===== config.mk =====
export PLATFORM = sky130hd
export DESIGN_NAME = aes128_keymap
export DESIGN_NICKNAME = d
export VERILOG_FILES = /design/src/rtl/aes_pkg.sv /design/src/rtl/aes128_keymap.sv
export SDC_FILE = /design/constraint.sdc
export NUM_CORES = 2
export LEC_CHECK = 0
export ABC_AREA = 1
export CAP_MARGIN = 20
export CORE_AREA = 2 2 573 575
export DETAILED_ROUTE_END_ITERATION = 8
export DIE_AREA = 0 0 575 577
export GPL_TIMING_DRIVEN = 0
export HOLD_SLACK_MARGIN = 0.12
export PLACE_DENSITY = 0.37
export SYNTH_ARGS = -nofsm -noshare
export SYNTH_HDL_FRONTEND = slang
export SYNTH_SLANG_ARGS = --single-unit

===== constraint.sdc =====
create_clock -name clk -period 14.4 [get_ports clk]
set_input_delay 2.88 -clock clk [delete_from_list [all_inputs] [get_ports clk]]
set_output_delay 2.88 -clock clk [all_outputs]
set_load 0.1 [all_outputs]

===== src/rtl/aes_pkg.sv =====
// +--------------------------------------------------------------------------+
// | aes_pkg: AES-128 constants (round count, Rcon, S-box) and word helpers.  |
// | Revision: 1.0                                                            |
// +--------------------------------------------------------------------------+
`default_nettype none

package aes_pkg;

  localparam int NR = 10;

  localparam logic [7:0] RCON [NR] = '{
    8'h01, 8'h02, 8'h04, 8'h08, 8'h10, 8'h20, 8'h40, 8'h80, 8'h1b, 8'h36
  };

  localparam logic [7:0] SBOX [256] = '{
    8'h63, 8'h7c, 8'h77, 8'h7b, 8'hf2, 8'h6b, 8'h6f, 8'hc5, 8'h30, 8'h01, 8'h67, 8'h2b, 8'hfe, 8'hd7, 8'hab, 8'h76,
    8'hca, 8'h82, 8'hc9, 8'h7d, 8'hfa, 8'h59, 8'h47, 8'hf0, 8'had, 8'hd4, 8'ha2, 8'haf, 8'h9c, 8'ha4, 8'h72, 8'hc0,
    8'hb7, 8'hfd, 8'h93, 8'h26, 8'h36, 8'h3f, 8'hf7, 8'hcc, 8'h34, 8'ha5, 8'he5, 8'hf1, 8'h71, 8'hd8, 8'h31, 8'h15,
    8'h04, 8'hc7, 8'h23, 8'hc3, 8'h18, 8'h96, 8'h05, 8'h9a, 8'h07, 8'h12, 8'h80, 8'he2, 8'heb, 8'h27, 8'hb2, 8'h75,
    8'h09, 8'h83, 8'h2c, 8'h1a, 8'h1b, 8'h6e, 8'h5a, 8'ha0, 8'h52, 8'h3b, 8'hd6, 8'hb3, 8'h29, 8'he3, 8'h2f, 8'h84,
    8'h53, 8'hd1, 8'h00, 8'hed, 8'h20, 8'hfc, 8'hb1, 8'h5b, 8'h6a, 8'hcb, 8'hbe, 8'h39, 8'h4a, 8'h4c, 8'h58, 8'hcf,
    8'hd0, 8'hef, 8'haa, 8'hfb, 8'h43, 8'h4d, 8'h33, 8'h85, 8'h45, 8'hf9, 8'h02, 8'h7f, 8'h50, 8'h3c, 8'h9f, 8'ha8,
    8'h51, 8'ha3, 8'h40, 8'h8f, 8'h92, 8'h9d, 8'h38, 8'hf5, 8'hbc, 8'hb6, 8'hda, 8'h21, 8'h10, 8'hff, 8'hf3, 8'hd2,
    8'hcd, 8'h0c, 8'h13, 8'hec, 8'h5f, 8'h97, 8'h44, 8'h17, 8'hc4, 8'ha7, 8'h7e, 8'h3d, 8'h64, 8'h5d, 8'h19, 8'h73,
    8'h60, 8'h81, 8'h4f, 8'hdc, 8'h22, 8'h2a, 8'h90, 8'h88, 8'h46, 8'hee, 8'hb8, 8'h14, 8'hde, 8'h5e, 8'h0b, 8'hdb,
    8'he0, 8'h32, 8'h3a, 8'h0a, 8'h49, 8'h06, 8'h24, 8'h5c, 8'hc2, 8'hd3, 8'hac, 8'h62, 8'h91, 8'h95, 8'he4, 8'h79,
    8'he7, 8'hc8, 8'h37, 8'h6d, 8'h8d, 8'hd5, 8'h4e, 8'ha9, 8'h6c, 8'h56, 8'hf4, 8'hea, 8'h65, 8'h7a, 8'hae, 8'h08,
    8'hba, 8'h78, 8'h25, 8'h2e, 8'h1c, 8'ha6, 8'hb4, 8'hc6, 8'he8, 8'hdd, 8'h74, 8'h1f, 8'h4b, 8'hbd, 8'h8b, 8'h8a,
    8'h70, 8'h3e, 8'hb5, 8'h66, 8'h48, 8'h03, 8'hf6, 8'h0e, 8'h61, 8'h35, 8'h57, 8'hb9, 8'h86, 8'hc1, 8'h1d, 8'h9e,
    8'he1, 8'hf8, 8'h98, 8'h11, 8'h69, 8'hd9, 8'h8e, 8'h94, 8'h9b, 8'h1e, 8'h87, 8'he9, 8'hce, 8'h55, 8'h28, 8'hdf,
    8'h8c, 8'ha1, 8'h89, 8'h0d, 8'hbf, 8'he6, 8'h42, 8'h68, 8'h41, 8'h99, 8'h2d, 8'h0f, 8'hb0, 8'h54, 8'hbb, 8'h16
  };

  function automatic logic [31:0] rot_word(input logic [31:0] w);
    return {w[23:0], w[31:24]};
  endfunction

  function automatic logic [31:0] sub_word(input logic [31:0] w);
    return {SBOX[w[31:24]], SBOX[w[23:16]], SBOX[w[15:8]], SBOX[w[7:0]]};
  endfunction

endpackage

`default_nettype wire


===== src/rtl/aes128_keymap.sv =====
// +--------------------------------------------------------------------------+
// | aes128_keymap: iterative AES-128 key expansion, one round key per clock. |
// | Revision: 1.0                                                            |
// +--------------------------------------------------------------------------+
`default_nettype none

module aes128_keymap
  import aes_pkg::*;
(
  input  logic         clk,
  input  logic         reset_n,
  input  logic [127:0] key,
  output logic [31:0]  sboxw,
  input  logic [31:0]  new_sboxw,
  output logic [127:0] round_key_1,
  output logic [127:0] round_key_2,
  output logic [127:0] round_key_3,
  output logic [127:0] round_key_4,
  output logic [127:0] round_key_5,
  output logic [127:0] round_key_6,
  output logic [127:0] round_key_7,
  output logic [127:0] round_key_8,
  output logic [127:0] round_key_9,
  output logic [127:0] round_key_10,
  output logic         ready
);

  logic [127:0] r_prev_key;
  logic [3:0]   r_rnd;
  logic [127:0] r_round_key [NR];
  logic         r_ready;

  logic         w_active;
  logic [7:0]   w_rcon;
  logic [31:0]  w_t;
  logic [31:0]  w_n0, w_n1, w_n2, w_n3;
  logic [127:0] w_next;

  assign w_active = (r_rnd < 4'(NR));
  // Guard the table lookup so the idle state (rnd = 10) never indexes past Rcon.
  assign w_rcon   = w_active ? RCON[r_rnd] : 8'h00;

  assign sboxw  = r_prev_key[31:0];
  assign w_t    = rot_word(new_sboxw) ^ {w_rcon, 24'h000000};
  assign w_n0   = r_prev_key[127:96] ^ w_t;
  assign w_n1   = r_prev_key[95:64]  ^ w_n0;
  assign w_n2   = r_prev_key[63:32]  ^ w_n1;
  assign w_n3   = r_prev_key[31:0]   ^ w_n2;
  assign w_next = {w_n0, w_n1, w_n2, w_n3};

  always_ff @(posedge clk) begin
    if (reset_n) begin
      r_prev_key <= key;
      r_rnd      <= 4'd0;
      r_ready    <= 1'b0;
      for (int i = 0; i < NR; i++) begin
        r_round_key[i] <= '0;
      end
    end else if (w_active) begin
      for (int i = 0; i < NR; i++) begin
        if (r_rnd == 4'(i)) begin
          r_round_key[i] <= w_next;
        end
      end
      r_prev_key <= w_next;
      r_rnd      <= r_rnd + 4'd1;
      r_ready    <= (r_rnd == 4'(NR - 1));
    end
  end

  assign round_key_1  = r_round_key[0];
  assign round_key_2  = r_round_key[1];
  assign round_key_3  = r_round_key[2];
  assign round_key_4  = r_round_key[3];
  assign round_key_5  = r_round_key[4];
  assign round_key_6  = r_round_key[5];
  assign round_key_7  = r_round_key[6];
  assign round_key_8  = r_round_key[7];
  assign round_key_9  = r_round_key[8];
  assign round_key_10 = r_round_key[9];
  assign ready        = r_ready;

endmodule

`default_nettype wire


* Yosys cells after proc, flatten, opt, wreduce, memory -nomap -nowiden
Memory sizes are Yosys's and may differ from the RTL's.
Index checks and enable logic that the tools add are counted.
** Cells by class
- Eq/ne operators :: 9
- Bitwise logic cells :: 16
- $add $sub $neg :: 1
- Muxes and demuxes :: 57
- Reductions and logical operators :: 2
- Magnitude comparators :: 2
** Operators with widths (number)
- $mux W128 :: 12
- $xor A32 B32 Y32 :: 5
- $mux W1 :: 42
- $mux W8 :: 3
- $eq A4 B3 Y1 const B :: 4
- $or A1 B1 Y1 :: 10
- $eq A4 B2 Y1 const B :: 2
- $eq A4 B4 Y1 const B :: 2
- $ge A5 B5 Y1 const B :: 1
- $not A4 Y5 :: 1
- $add A4 B1 Y4 const B :: 1
- $eq A4 B1 Y1 const B :: 1
- $logic_not A4 Y1 :: 1
- $lt A4 B4 Y1 const B :: 1
- $reduce_bool A2 Y1 :: 1
** Word-level totals
- Memory bits (writable) :: 1280
- Logic and storage cells :: 92
- Register bits :: 133
- Bits in read-only memories :: 128
- Memories :: 2
- Output and inout bits :: 1313
** Memory list
- r_round_key :: words 10, bits a word 128, read ports 10, clocked after Yosys merged registers in 0, write ports 10, RTL line aes128_keymap.sv:30 : logic [127:0] r_round_key [NR];
- (name not given) :: words 16, bits a word 8, read ports 1, clocked after Yosys merged registers in 0, write ports 0, RTL line aes128_keymap.sv:41 : assign w_rcon = w_active ? RCON[r_rnd] : 8'h00;

* Depth between registers and ports, before layout
- Word-level depth :: 12
- Gate-level depth with buffers :: 14
- Mapped depth without buffers :: 14

* Worst setup path before layout
Ideal clock, no wire load.
- Kind :: input -> register
- Start :: in reset_n
- End :: reg r_prev_key[0], enable pin
- Library setup time :: 1.114 ns
- Arrival :: 5.903 ns
- Stages :: 5
- Path slack :: 7.384 ns
- Cell sequence :: inv_1 -> clkbuf_1 -> clkbuf_1 -> buf_1 -> nand2_1
** Between the ends
- Longest elaborated chain between the ends :: 1
** RTL lines
- start, declared :: RTL line aes128_keymap.sv:11 : input logic reset_n,
- $reduce_bool A2 Y1 (no line)
- end signal, assigned :: RTL line aes128_keymap.sv:53 : r_prev_key <= key;
- end signal, assigned :: RTL line aes128_keymap.sv:65 : r_prev_key <= w_next;
- end, declared :: RTL line aes128_keymap.sv:28 : logic [127:0] r_prev_key;
Every way passes these cells.
A chain may end at the register's enable or synchronous reset.

==> results.toml <==
[timing]
tightest_slew_ns = 1.20
max_freq_ghz = 0.161
holdWs_ns = 0.481
slew_viol_final = 0
rsz0062_at_grt = "no"
min_period_over_period = 0.432
finalHoldViolCount = 0
relSlewSlack = 0.196
period_needed_ns = 6.22
setup_viol = 0
skew_ns = 0.0590

[cells_and_area]
mostFrequentLayoutCells = "clkdlybuf4s50_1, edfxtp_1, nor2_1"
syn_to_final_growth_pct = 53.9
nets = 5671
design_area_mm2 = 0.0811
final_layout_size_suffix_gt1_frac = 0.107
final_common_cell = "clkdlybuf4s50_1"
fillers = 34200

[global_routing]
grt_max_degree = 52
first_global_vias = 37800
use_met3 = 0.0643
overflow = 0
antenna_found_initial = 118
grt_use_total = 0.188
use_met2 = 0.327
busiest_layer = "met2"
met1_usage = 0.218
grt_pass1_wl_um = 406000

[synthesis]
synthDistinctLibCells = 33
ys_seq_area_frac = 0.804
postSynthAreaPerCell_um2 = 14.1
synth_fp_nets = 3903
synth-warning-count = 0
synth-seq-cells = 1413
syn-instance-count = 3735
synthesis.area_mm2 = 0.0527

[critical_path]
path_depth = 9
crit_family = "buffers and inverters"
end_kind = "flop"
cp.buffers_inverters = 8
path_max_fanout = 45
critical_path_class = "primary input to flop"
crit_slowest_cell = "buf_2"
crit_required_ns = 14.86
cp_common_cell = "buf_16"
max_stage_delay_ns = 0.68
cp_data_arrival_time_ns = 6.68
critPathLaunchType = "primary input"
worstPathCellList = "clkdlybuf4s50_1 > inv_1 > clkbuf_1 > buf_8 > clkbuf_2 > buf_2 > nand2_4 > buf_16 > buf_16"
reg2regPathDepth = 7

[floorplanning]
fp.dieW_um = 575
core_area_mm2 = 0.326
initial_core_util = 0.162
rows = 210
die_h_um = 577
die-area_mm2 = 0.332
ioPinCount = 1475

[outcome]
outcome = "completed"

[place]
port_buffers = 1474
place_area_mm2 = 0.0753
place.gp.congestion = 0.788
hpwl_um = 252000

[drt]
wl_per_cell_um = 32.2
route.detailed.drc = 0
viasPerCell = 3.77
firstDrtPassIters = 5
first_iter_violations = 2898
postRouteAntennaNets = 0
routed_wl_um = 322000
vias = 37700

[clock_network]
cts_tree = "yes"
holdBufCountCts = 0
clockBufferDepth = 4
cts.sinks = 1413
clkLatencyLatePin_ns = 0.85
clk_transition_reported_paths_ns = 0.06
cts_resized = 0
post_cts.repair.setup_buffers = 0
cts_buffers = 177
cts_root_buf = "clkbuf_16"
htree_levels = 4

[min_path]
hp-class = "flop to flop"
whs_path_depth = 2

[pwr]
power_density_mw_per_mm2 = 181
leakage_nw = 29.3
irDropWorstVdd_v = 0.0000978

[flow_run]
maxCapViolations = 0
## final timing paths
path / start / endpoint / slack [ns]
min: ready / ready / 0.48
min reg2reg: ready / ready / 0.48
max: reset_n / r_round_key[0][70] / 8.18
max reg2reg: r_rnd[0] / r_round_key[7][79] / 10.58
## registers in the layout, indices dropped and copies added (netlist names)
register     count
r_round_key   1280
r_prev_key     128
r_rnd            4
ready            1
## layout make-up
type / instances / area (um2) / share of cell area
clock inverter: 99 / 937 / 0.0116
antenna: 33 / 82.6 / 0.00102
clock buffer: 217 / 4650 / 0.0574
inverter: 78 / 298 / 0.00367
timing repair buffer: 1589 / 17200 / 0.212
tap: 4346 / 5440 / 0.0671
buffer: 292 / 1410 / 0.0174
multi-input combinational: 1952 / 8740 / 0.108
sequential: 1413 / 42400 / 0.523
## metal layers
metal	share of wire	up-vias
li1	-	16200
met1	0.39	19300
met2	0.49	1805
met3	0.090	426
met4	0.028	46
met5	0.00088	-
## worst register-to-register path: stages, from the launching register on
cell and delay [ns]:
dfxtp_1 0.45, ha_1 0.32, inv_1 0.07, nor2_1 0.38, clkinv_1 0.57, clkbuf_1 0.47, nand2_4 0.68, buf_16 0.39
## cells by family after synthesis
family / Yosys count / synth area share
compound gates: 74 / 0.00715
xor+xnor: 101 / 0.0232
fa+ha+maj: 6 / 0.00142
buf+inv: 370 / 0.0318
flops: 1413 / 0.804
simple gates: 1771 / 0.132
## cells in the mapped netlist, drive strengths merged
master | count | area (um2)
edfxtp | 1408 | 42300
nor2 | 1284 | 4910
nand2 | 423 | 1670
clkbuf | 178 | 668
buf | 114 | 711
inv | 77 | 294
o21ai | 69 | 349
nand3 | 57 | 338
xnor2 | 51 | 627
xor2 | 50 | 596
ha | 6 | 75.1
dfxtp | 5 | 100
a21oi | 4 | 20.0
or2 | 3 | 18.8
nand4 | 2 | 12.5
clkinv | 1 | 3.75
nand3b | 1 | 7.51
nor3 | 1 | 5.00
o21a | 1 | 7.51
## per-stage QoR
step / setup TNS, ns / util / cells / setup WS [ns] / power, mW
global route: 0 / 0.249 / 9997 / 8.09 / 15.1
finish: 0 / 0.249 / 10000 / 8.18 / 14.7
floorplan: 0 / - / 3735 / 7.38 / 8.23
global placement: -32.49 / 0.224 / 9555 / -0.365 / 10.3
detailed placement: 0 / 0.231 / 9663 / 7.29 / 10.4
CTS: 0 / 0.248 / 9979 / 8.21 / 14.9
## power breakdown
| part | leakage [nW] | internal (mW) | switching, mW |
|---|---|---|---|
| Clock | 2.70 | 2.54 | 1.93 |
| Sequential | 14.8 | 4.95 | 0.146 |
| Combinational | 11.8 | 0.955 | 4.16 |
Note: power is estimated with default switching activity, not from simulation.
